[config.mk]
export PLATFORM = sky130hd
export DESIGN_NAME = comparador_ctrl_flat
export DESIGN_NICKNAME = d
export VERILOG_FILES = /design/src/rtl/comparador_if.sv /design/src/rtl/comparador_ctrl.sv /design/src/flat_wrapper.sv
export SDC_FILE = /design/constraint.sdc
export NUM_CORES = 1
export LEC_CHECK = 0
export BUFFER_PORTS_ARGS = -buffer_cell sky130_fd_sc_hd__buf_2
export CORE_MARGIN = 2
export CORE_UTILIZATION = 25
export DETAILED_ROUTE_END_ITERATION = 10
export PLACE_DENSITY_LB_ADDON = 0.3
export RECOVER_POWER = 100
export SYNTH_ARGS = -nofsm -noshare
export SYNTH_HDL_FRONTEND = slang
export SYNTH_SLANG_ARGS = --single-unit
[constraint.sdc]
create_clock -name clk -period 4.37 [get_ports clk]
set_input_delay 0 -clock clk [delete_from_list [all_inputs] [get_ports clk]]
set_output_delay 0 -clock clk [all_outputs]
set_load 0.1 [all_outputs]
[src/rtl/comparador_if.sv]
// Sample, configuration and status bundle for the consecutive-match detector.
interface comparador_if;
  logic       cfg_load;
  logic [3:0] cfg_const;
  logic       start;
  logic       abort;
  logic       in_valid;
  logic [3:0] in_data;
  logic       in_ready;
  logic       eq;
  logic       hit;
  logic [7:0] hit_total;
  logic       busy;

  modport master (
    output cfg_load, cfg_const, start, abort, in_valid, in_data,
    input  in_ready, eq, hit, hit_total, busy
  );

  modport slave (
    input  cfg_load, cfg_const, start, abort, in_valid, in_data,
    output in_ready, eq, hit, hit_total, busy
  );
endinterface

[src/rtl/comparador_ctrl.sv]
// Counts consecutive samples equal to a loaded 4-bit constant and pulses hit
// after MATCH_COUNT of them; hit_total tallies hits per run, saturating at 255.
module comparador_ctrl #(
  parameter int unsigned MATCH_COUNT = 3
) (
  input  logic          clk,
  input  logic          rst_n,
  comparador_if.slave   bus
);

  localparam int unsigned DW = 4;
  localparam int unsigned CW = 4;
  localparam int unsigned TW = 8;
  localparam logic [CW-1:0] LAST_MATCH = CW'(MATCH_COUNT - 1);
  localparam logic [TW-1:0] TOTAL_MAX  = '1;

  typedef enum logic [1:0] {
    IDLE = 2'd0,
    RUN  = 2'd1,
    HIT  = 2'd2
  } state_t;

  state_t          state_q, state_d;
  logic [DW-1:0]   const_q, const_d;
  logic [CW-1:0]   cnt_q, cnt_d;
  logic [TW-1:0]   total_q, total_d;
  logic            eq_q, eq_d;
  logic            hit_q, hit_d;
  logic            in_ready_q, in_ready_d;
  logic            busy_q, busy_d;

  logic            match_c;
  logic            transfer_c;

  assign match_c    = &(~(bus.in_data ^ const_q));
  assign transfer_c = bus.in_valid & in_ready_q;

  // Next-state, counters and registered output values
  always_comb begin
    state_d = state_q;
    const_d = const_q;
    cnt_d   = cnt_q;
    total_d = total_q;
    eq_d    = eq_q;

    if (bus.abort) begin
      state_d = IDLE;
      cnt_d   = '0;
    end else begin
      case (state_q)
        IDLE: begin
          if (bus.cfg_load) const_d = bus.cfg_const;
          if (bus.start) begin
            state_d = RUN;
            cnt_d   = '0;
            total_d = '0;
          end
        end
        RUN: begin
          if (transfer_c) begin
            eq_d = match_c;
            if (!match_c) begin
              cnt_d = '0;
            end else if (cnt_q == LAST_MATCH) begin
              // Non-overlapping: the next hit needs a fresh streak
              state_d = HIT;
              cnt_d   = '0;
              if (total_q != TOTAL_MAX) total_d = total_q + TW'(1);
            end else begin
              cnt_d = cnt_q + CW'(1);
            end
          end
        end
        HIT:     state_d = RUN;
        default: state_d = IDLE;
      endcase
    end

    in_ready_d = (state_d == RUN);
    busy_d     = (state_d != IDLE);
    hit_d      = (state_d == HIT);
  end

  always_ff @(posedge clk or negedge rst_n) begin
    if (!rst_n) begin
      state_q    <= IDLE;
      const_q    <= '0;
      cnt_q      <= '0;
      total_q    <= '0;
      eq_q       <= 1'b0;
      hit_q      <= 1'b0;
      in_ready_q <= 1'b0;
      busy_q     <= 1'b0;
    end else begin
      state_q    <= state_d;
      const_q    <= const_d;
      cnt_q      <= cnt_d;
      total_q    <= total_d;
      eq_q       <= eq_d;
      hit_q      <= hit_d;
      in_ready_q <= in_ready_d;
      busy_q     <= busy_d;
    end
  end

  assign bus.in_ready  = in_ready_q;
  assign bus.eq        = eq_q;
  assign bus.hit       = hit_q;
  assign bus.hit_total = total_q;
  assign bus.busy      = busy_q;

endmodule

[src/flat_wrapper.sv]
// flat-port wrapper written by rule: the top's interface ports become plain ports
module comparador_ctrl_flat 
#(
  parameter int unsigned MATCH_COUNT = 3
)
  (clk, rst_n, bus_cfg_load, bus_cfg_const, bus_start, bus_abort, bus_in_valid, bus_in_data, bus_in_ready, bus_eq, bus_hit, bus_hit_total, bus_busy);
  comparador_if bus_i ();
  input  logic clk;
  input  logic rst_n;
  input wire logic [$bits(bus_i.cfg_load)-1:0] bus_cfg_load;
  input wire logic [$bits(bus_i.cfg_const)-1:0] bus_cfg_const;
  input wire logic [$bits(bus_i.start)-1:0] bus_start;
  input wire logic [$bits(bus_i.abort)-1:0] bus_abort;
  input wire logic [$bits(bus_i.in_valid)-1:0] bus_in_valid;
  input wire logic [$bits(bus_i.in_data)-1:0] bus_in_data;
  output wire logic [$bits(bus_i.in_ready)-1:0] bus_in_ready;
  output wire logic [$bits(bus_i.eq)-1:0] bus_eq;
  output wire logic [$bits(bus_i.hit)-1:0] bus_hit;
  output wire logic [$bits(bus_i.hit_total)-1:0] bus_hit_total;
  output wire logic [$bits(bus_i.busy)-1:0] bus_busy;
  assign bus_i.cfg_load = bus_cfg_load;
  assign bus_i.cfg_const = bus_cfg_const;
  assign bus_i.start = bus_start;
  assign bus_i.abort = bus_abort;
  assign bus_i.in_valid = bus_in_valid;
  assign bus_i.in_data = bus_in_data;
  assign bus_in_ready = bus_i.in_ready;
  assign bus_eq = bus_i.eq;
  assign bus_hit = bus_i.hit;
  assign bus_hit_total = bus_i.hit_total;
  assign bus_busy = bus_i.busy;
  comparador_ctrl #(.MATCH_COUNT(MATCH_COUNT)) u_core (.clk(clk), .rst_n(rst_n), .bus(bus_i));
endmodule
Word-level counts from Yosys, hierarchy flattened
Cells that the tools add are included.
Cells by class
  bitwise gates (word level): 4
  equal/unequal tests: 13
  add/sub/neg operators: 2
  reduce and logical (&&, ||, !) cells: 9
  mux-type cells: 18
Operators by type and width (count)
  2-to-1 mux 8 bit: 5
  2-to-1 mux 4 bit: 5
  one-hot mux 8 bit (2 select lines): 1
  2-to-1 mux 2 bit: 5
  AND reduction 3 bit: 3
  adder 8 x 1 -> 8 bit, second input constant: 1
  inequality test 2 x 1 -> 1 bit, second input constant: 4
  inequality test 8 bit, second input constant: 1
  one-hot mux 4 bit (2 select lines): 1
  AND reduction 7 bit: 1
  one-hot mux 2 bit (3 select lines): 1
  adder 4 x 1 -> 4 bit, second input constant: 1
  equality test 2 x 1 -> 1 bit, second input constant: 2
  equality test 2 bit, second input constant: 2
  equality test 4 x 2 -> 1 bit, second input constant: 1
  inverter 4 bit: 1
  AND reduction 4 bit: 1
  nonzero test 2 bit: 2
  bitwise XOR 4 bit: 1
  inequality test 3 x 2 -> 1 bit, second input constant: 1
  inequality test 3 bit, second input constant: 1
  nonzero test 3 bit: 1
  logical NOT 2 bit: 1
  inequality test 2 bit, second input constant: 1
  2 further kinds: 2
Storage, ports and cells
  output and inout port bits: 12
  logic and storage cells: 54
  input bits: 14
  bits in registers: 22

Longest topological paths before layout
Gate-level depths: netlist of the first run.
  depth in word-level cells: 8
  gate-level depth with buffers: 7
  mapped depth without buffers: 6

Worst setup path after synthesis of the first run
No wires, ideal clock.
  path kind: flip-flop to flip-flop
  from: register u_core.total_q[0], in the netlist u_core.bus.hit_total[0]
  to: register u_core.total_q[1], in the netlist u_core.bus.hit_total[1]
  setup time: 0.126 ns
  buffers on the path: 1
  setup slack: 2.152 ns
  arrival: 2.092 ns
  data required time: 4.244 ns
  period minus slack after synthesis: 2.218 ns
  stages on the path, launching flop included: 7
  cells stage by stage: dfrtp_1 > ha_1 > and3_1 > buf_2 > and3_4 > nor3_1 > a221o_1
Between the ends
  word-level cells in the longest chain between the ends: 6
  elaborated cells on any way between the ends: 9
  classes of those cells: add/sub (1); eq/ne (2); mux (5); reduce/logical (1)
Ends and longest elaborated chain
  from (decl): RTL line comparador_ctrl.sv:26  | logic [TW-1:0] total_q, total_d;
  from (signal assigned): RTL line comparador_ctrl.sv:98  | total_q <= total_d;
  adder 8 x 1 -> 8 bit: RTL line comparador_ctrl.sv:68  | if (total_q != TOTAL_MAX) total_d = total_q + TW'(1);
  2-to-1 mux 8 bit: RTL line comparador_ctrl.sv:68
  2-to-1 mux 8 bit: RTL line comparador_ctrl.sv:64  | end else if (cnt_q == LAST_MATCH) begin
  2-to-1 mux 8 bit: RTL line comparador_ctrl.sv:62  | if (!match_c) begin
  2-to-1 mux 8 bit: RTL line comparador_ctrl.sv:60  | if (transfer_c) begin
  one-hot mux 8 bit (2 select lines): RTL line comparador_ctrl.sv:50  | case (state_q)
Several ways; a longest one is shown, not always the timed one. The select of a mux whose other input is x is not followed.
A chain may end at the register's enable or synchronous reset.

Final worst setup path of the first run
  from: register u_core.cnt_q[0]
  to: register u_core.total_q[0], in the netlist u_core.bus.hit_total[0]
Between the ends
  word-level cells in the longest chain between the ends: 3
Ends and longest elaborated chain
  from (decl): RTL line comparador_ctrl.sv:25  | logic [CW-1:0] cnt_q, cnt_d;
  from (signal assigned): RTL line comparador_ctrl.sv:97  | cnt_q <= cnt_d;
  equality test 4 x 2 -> 1 bit: RTL line comparador_ctrl.sv:64
  inequality test 2 x 1 -> 1 bit (no line)
  AND reduction 7 bit (no line)
No other way between the ends.

==> results.sh, run 1 <==
export IMPL_skew_ps=3.33
export IMPL_clock_sinks=22
export IMPL_synthArstFlopShare_pct=100
export IMPL_fin_nets=185
export IMPL_yosysUniqueCellTypes=47
export IMPL_cts_made_buffers=3
export IMPL_endpoint_kind="flip-flop"
export IMPL_synth_warnings=0
export IMPL_synth_flop_cell="dfrtp_1"
export IMPL_gp_congestion=0.787
export IMPL_path_cells="inv_1 > ha_1 > nor3b_1 > and3_1 > a31oi_1 > a221o_1"
export IMPL_insertion_delay_ps=260
export IMPL_min_period_over_period_pct=46.4
export IMPL_synthXorXnorAreaFrac_pct=2.53
export IMPL_fin_total_pwr_mw=0.606
export IMPL_ir_drop_v=0.000125
export IMPL_grt_overflow_total=0
export IMPL_cap_violations=0
export IMPL_grt_usage_pct=11.6
export IMPL_fp_row_count=27
export IMPL_ant_nets=0
export IMPL_reg2regPathDepth=6
export IMPL_fillers=592
export IMPL_grt_antenna_before_repair=0
export IMPL_drc=0
export IMPL_crit_fanout=13
export IMPL_wl_per_cell_microns=13.7
export IMPL_fmax_mhz=493
export IMPL_whs_path_depth=2
export IMPL_ios=26
export IMPL_seq_area_frac_synth_pct=39.7
export IMPL_synth_fp_nets=158
export IMPL_grt_setup_unrepaired="no"
export IMPL_dieArea_sq_mm=0.00615
export IMPL_power_leakage_nw=0.653
export IMPL_start_kind="flip-flop"
export IMPL_path_clk_slew_ps=90
export IMPL_finalSetupViolCount=0
export IMPL_synthMuxAreaShare_pct=4.07
export IMPL_maxSlewViolCount=0
export IMPL_worstPathRequired_ps=4530
export IMPL_slew_headroom_pct=20.3
export IMPL_min_period_ps=2030
export IMPL_portBuffers=25
export IMPL_die_w_microns=78.4
export IMPL_grt_pass1_vias=1076
export IMPL_syn_to_final_growth_pct=17.3
export IMPL_grt_max_degree=23
export IMPL_first_pass_iters=4
export IMPL_synthSimpleGateAreaFrac_pct=28.4
export IMPL_synth_fa_ha_area_share_pct=2.71
export IMPL_critPathSlowestCell="and3_1"
export IMPL_antenna_cells=0
export IMPL_core_sq_mm=0.00544
export IMPL_r2r_start="u_core.cnt_q[0]"
export IMPL_dp_hpwl_mm=2.32
export IMPL_syn_avg_cell_area_sq_um=9.82
export IMPL_synth_compound_area_share_pct=16.9
export IMPL_drt_initial_drc_count=51
export IMPL_worst_slew_pin_slew_ps=1200
export IMPL_hold_class="in -> reg"
export IMPL_die_y_microns=78.4
export IMPL_worstHoldStart="bus_abort"
export IMPL_synth_top_family_by_area="simple AND/OR/NAND/NOR gates"
export IMPL_final_setup_tns_ps=0
export IMPL_clock_path_buffers=2
export IMPL_crit_arrival_ps=2190
export IMPL_ys_ff_latch=22
export IMPL_routed_via_density=5.01
export IMPL_synth_edf_count=0
export IMPL_critPathMaxStageDelay_ps=530
export IMPL_status="completed"
export IMPL_drt_wl_total_mm=3.28
export IMPL_num_vias=1197
export IMPL_cts_tree="built"
export IMPL_synth_area_sq_mm=0.00139
export IMPL_reg2reg_slack_ps=2340
export IMPL_crit_type="reg -> reg"
export IMPL_timing_final_hold_violations=0
export IMPL_clockRootBuffer="clkbuf_8"
export IMPL_grt_pass1_wl_mm=5.67
export IMPL_cts_resized=0
export IMPL_p_per_area_mw_per_mm2=373
export IMPL_r2r_end="u_core.bus.hit_total[0]"
export IMPL_syn_inst=141
export IMPL_h_tree_depth=1
export IMPL_initial_core_util_pct=25.5
export IMPL_holdPathEnd="u_core.state_q[0]"
export IMPL_drive_gt1_share_pct=16.2
## layout by cell type, fill, tap and decap left out, types with 3 or more instances in the layout
| cell type | synthesis | final |
|---|---|---|
| mux2_2 | 5 | 5 |
| dfrtp_1 | 22 | 22 |
| ha_1 | 3 | 3 |
| o311ai_0 | 2 | 3 |
| nand2_1 | 11 | 11 |
| buf_2 | 3 | 12 |
| o211ai_1 | 4 | 4 |
| nor2_1 | 3 | 3 |
| nand4_1 | 9 | 9 |
| a41o_1 | 3 | 3 |
| a21oi_1 | 5 | 5 |
| nand3_1 | 10 | 10 |
| nor3_1 | 4 | 4 |
| xnor2_1 | 4 | 4 |
| clkbuf_8 | 0 | 3 |
| o21ai_0 | 3 | 5 |
| clkbuf_1 | 0 | 13 |
| nand2b_1 | 3 | 3 |
| inv_1 | 5 | 5 |
| and3_1 | 4 | 5 |
| dlygate4sd3_1 | 0 | 5 |
## worst max-delay path, delay by kind of cell (launching register included)
kind	cells	cell delay (ps)
and+or+nand+nor	2	870
buffers and inverters	1	70
adders and majority gates	1	130
AOI/OAI and AO/OA	2	430
DFF	1	420
## kinds of logic (layout without fill, tap and decap cells)
kind of cell	Yosys count	in the layout
adder cells (fa/ha/maj)	3	3
buffers and inverters	13	39
AND/OR/NAND/NOR	62	62
XOR/XNOR	4	4
flip-flops	22	22
multiplexers	5	5
AO/OA/AOI/OAI	32	32
## metal layers
layer	share of wire, %	track usage [%]	vias to the layer above	wire [microns]
met1	50	16.8	583	1630
met4	0.76	3.68	0	25
met5	0	0	-	0
met2	46	17.8	22	1520
met3	3.3	1.49	2	107
li1	-	-	590	-
## power by group
group	leakage [nW]	switching [mW]	internal, mW
Combinational	0.323	0.125	0.0394
Sequential	0.294	0.0245	0.222
Clock	0.0357	0.0723	0.122
## per-stage QoR
step / instances / utilization [%] / area [sq um] / setup slack [ps] / hold slack, ps
after floorplan: 141 / - / 1390 / 2150 / -296
after global placement: 230 / 28.3 / 1540 / 2470 / 8.00
after detailed placement: 230 / 28.3 / 1540 / 2470 / 7.51
after CTS: 239 / 30.5 / 1660 / 2450 / 50.2
after global routing: 239 / 29.9 / 1620 / 2160 / 55.0
final: 239 / 29.9 / 1620 / 2340 / 28.3
## Yosys cell counts, types with 2 or more instances
cell,count,area [sq um]
and3_1,4,25.0
nand3b_1,2,15.0
nand4_1,9,56.3
nand3_1,10,50.1
xnor2_1,4,35.0
dfrtp_1,22,551
nand2_1,11,41.3
ha_1,3,37.5
o311ai_0,2,17.5
buf_4,3,22.5
buf_6,2,22.5
o21ai_1,2,10.0
mux2_2,5,56.3
buf_2,3,15.0
nand2b_1,3,18.8
nor3_1,4,20.0
o211ai_1,4,30.0
o21ai_0,3,15.0
a221o_1,2,20.0
a41o_1,3,30.0
a31oi_1,2,12.5
nor2_1,3,11.3
nor3_2,2,20.0
a21oi_1,5,25.0
and2_1,2,12.5
inv_1,5,18.8
## layout make-up
cell class / count / area [sq um] / area share (%)
timing repair buffer: 30 / 159 / 9.78
inverter: 5 / 18.8 / 1.16
clock inverter: 1 / 30.0 / 1.85
clock buffer: 3 / 41.3 / 2.54
multi-input combinational: 106 / 734 / 45.2
tap: 72 / 90.1 / 5.55
sequential: 22 / 551 / 33.9
## timing repair
item,4_1_cts,5_1_grt
setup buffers,0,0
hold buffers,5,0
hold endpoints to repair,26,0
## flip-flops by register name, indices dropped and copies added (netlist names)
name	cells
u_core.state_q	2
u_core.cnt_q	4
u_core.const_q	4
u_core.bus.busy	1
u_core.bus.in_ready	1
u_core.bus.eq	1
u_core.bus.hit_total	8
u_core.bus.hit	1
## how the worst max path moves through the flow
| stage | start | end | slack (ps) | cells past startpoint |
|---|---|---|---|---|
| final | u_core.cnt_q[0] | u_core.bus.hit_total[0] | 2340 | 6 |
| after global routing | u_core.const_q[1] | u_core.cnt_q[2] | 2160 | 4 |
| after CTS | u_core.const_q[0] | u_core.cnt_q[2] | 2450 | 4 |
| after detailed placement | u_core.const_q[0] | u_core.cnt_q[2] | 2470 | 4 |
| after global placement | u_core.const_q[1] | u_core.cnt_q[2] | 2470 | 4 |
| after floorplan | u_core.bus.hit_total[0] | u_core.bus.hit_total[1] | 2150 | 6 |
(Power assumes the default switching activity.)
==> run 2, diff against run 1 <==
- clock period: 4.37 -> 1.9 ns (I/O delays scaled with it)
==> run 2 against run 1 <==
Effect of this change:
- sequential share of layout area down 0.91 points
- critical path depth unchanged
- utilization up 1.1 points
- setup slack worse by 2200 ps
- critical path type unchanged
- critical endpoint is now u_core.bus.hit_total[1]
- largest power group unchanged
- highest routed layer unchanged
==> results.sh, run 2 (synthesis results as in run 1) <==
export IMPL_final_setup_tns_ps=0
export IMPL_reg2regPathDepth=6
export IMPL_skew_ps=3.46
export IMPL_ant_nets=0
export IMPL_cap_violations=0
export IMPL_wl_per_cell_microns=13.6
export IMPL_min_period_over_period_pct=90.9
export IMPL_routed_via_density=5.04
export IMPL_timing_final_hold_violations=0
export IMPL_crit_family="simple AND/OR/NAND/NOR gates"
export IMPL_utilization_pct=31.0
export IMPL_multi_input_area_sq_um=747
export IMPL_ir_drop_v=0.000368
export IMPL_finalSetupViolCount=0
export IMPL_status="completed"
export IMPL_largest_reg_flops=8
export IMPL_power_leakage_nw=0.676
export IMPL_clock_sinks=22
export IMPL_path_depth=6
export IMPL_clockRootBuffer="clkbuf_8"
export IMPL_grt_usage_pct=11.7
export IMPL_cts_tree="built"
export IMPL_endpoint_kind="flip-flop"
export IMPL_drive_gt1_share_pct=22.2
export IMPL_drt_initial_drc_count=46
export IMPL_ios=26
export IMPL_drt_wl_total_mm=3.30
export IMPL_pre_cts_ws_ps=150
export IMPL_drc=0
export IMPL_p_per_area_mw_per_mm2=841
export IMPL_reg2reg_slack_ps=170
export IMPL_dieArea_sq_mm=0.00615
export IMPL_crit_fanout=13
export IMPL_placed_area_sq_mm=0.00159
export IMPL_worstPathRequired_ps=2060
export IMPL_grt_pass1_wl_mm=5.73
export IMPL_grt_overflow_total=0
export IMPL_crit_type="reg -> reg"
export IMPL_clock_path_buffers=2
export IMPL_grt_antenna_before_repair=0
export IMPL_die_w_microns=78.4
export IMPL_insertion_delay_ps=270
export IMPL_cts_made_buffers=3
export IMPL_fp_row_count=27
export IMPL_fillers=574
export IMPL_first_pass_iters=4
export IMPL_gp_congestion=0.749
export IMPL_start_kind="flip-flop"
export IMPL_cp_startpoint="u_core.cnt_q[0]"
export IMPL_r2r_start="u_core.cnt_q[0]"
export IMPL_maxSlewViolCount=0
export IMPL_initial_core_util_pct=25.5
export IMPL_grt_setup_unrepaired="no"
export IMPL_min_period_ps=1730
export IMPL_crit_arrival_ps=1890
export IMPL_layout_common_cells="dfrtp_1, clkbuf_1, buf_2"
export IMPL_portBuffers=25
export IMPL_slew_headroom_pct=17.1
export IMPL_num_vias=1224
export IMPL_design_area_sq_mm=0.00168
export IMPL_setup_ws_ps=173
export IMPL_grt_max_degree=23
export IMPL_ff_latch_area_sq_um=556
export IMPL_critPathMaxStageDelay_ps=420
export IMPL_critPathSlowestCell="dfrtp_1"
export IMPL_path_cells="inv_1 > ha_1 > nor3b_2 > and3_2 > a31oi_1 > a221o_1"
export IMPL_fmax_mhz=579
export IMPL_h_tree_depth=1
export IMPL_worst_slew_pin_slew_ps=1240
export IMPL_hold_class="in -> reg"
export IMPL_path_clk_slew_ps=90
export IMPL_grt_pass1_vias=1191
export IMPL_critPathBufInv=1
export IMPL_core_sq_mm=0.00544
export IMPL_fin_total_pwr_mw=1.42
export IMPL_antenna_cells=0
export IMPL_r2r_end="u_core.bus.hit_total[1]"
export IMPL_final_common_cell="dfrtp_1"
export IMPL_dp_hpwl_mm=2.40
export IMPL_die_y_microns=78.4
export IMPL_fin_nets=189
export IMPL_syn_to_final_growth_pct=21.6
export IMPL_crit_end="u_core.bus.hit_total[1]"
## run 2: cell count changes in the layout (fill, tap and decap cells not counted)
cell,change
buf_4,+3
and3_1,-1
and3_2,+1
dfrtp_2,+4
nor4b_2,+1
nor3b_1,-1
buf_12,+1
nor3b_2,+1
o311ai_1,+1
nor4b_1,-1
dfrtp_1,-4
o311ai_0,-1
## run 2: worst min path at each step
stage,end,startpoint,cells past startpoint,slack (ps)
global route,u_core.state_q[0],bus_abort,2,60
detailed placement,u_core.cnt_q[0],rst_n,1,4
CTS,u_core.state_q[0],bus_abort,2,50
floorplan,u_core.bus.busy,rst_n,0,-300
finish,u_core.state_q[0],bus_abort,2,40
global placement,u_core.cnt_q[1],rst_n,1,8
## run 2: through the flow
step           instances  hold WS, ps
2_1_floorplan        141         -296
3_3_place_gp         234         7.74
3_5_place_dp         234         3.56
4_1_cts              243         50.5
5_1_grt              243         62.8
6_report             243         43.1
## run 2: layout make-up
cell class                      count  area share (%)
Clock inverter                      1            1.78
Sequential cell                    22            33.0
Tap cell                           72            5.35
Timing Repair Buffer               34            12.0
Inverter                            5            1.11
Clock buffer                        3            2.45
Multi-Input combinational cell    106            44.4
## run 2: timing repair
item,CTS,global route
hold buffers,5,0
endpoints found under the hold margin,26,0
gates resized for setup,0,1
endpoints found under the setup margin,0,1
setup buffers,0,0
## run 2: where the power goes
| group | switching [mW] | internal, mW |
|---|---|---|
| Clock | 0.165 | 0.282 |
| Sequential | 0.0539 | 0.514 |
| Combinational | 0.297 | 0.106 |
| Total | 0.515 | 0.902 |
## run 2: metal layers
metal | up-vias | wire (microns) | GRT usage, %
li1 | 601 | - | -
met1 | 587 | 1570 | 15.8
met2 | 32 | 1560 | 18.6
met3 | 4 | 129 | 1.84
met4 | 0 | 42 | 5.09
met5 | - | 0 | 0
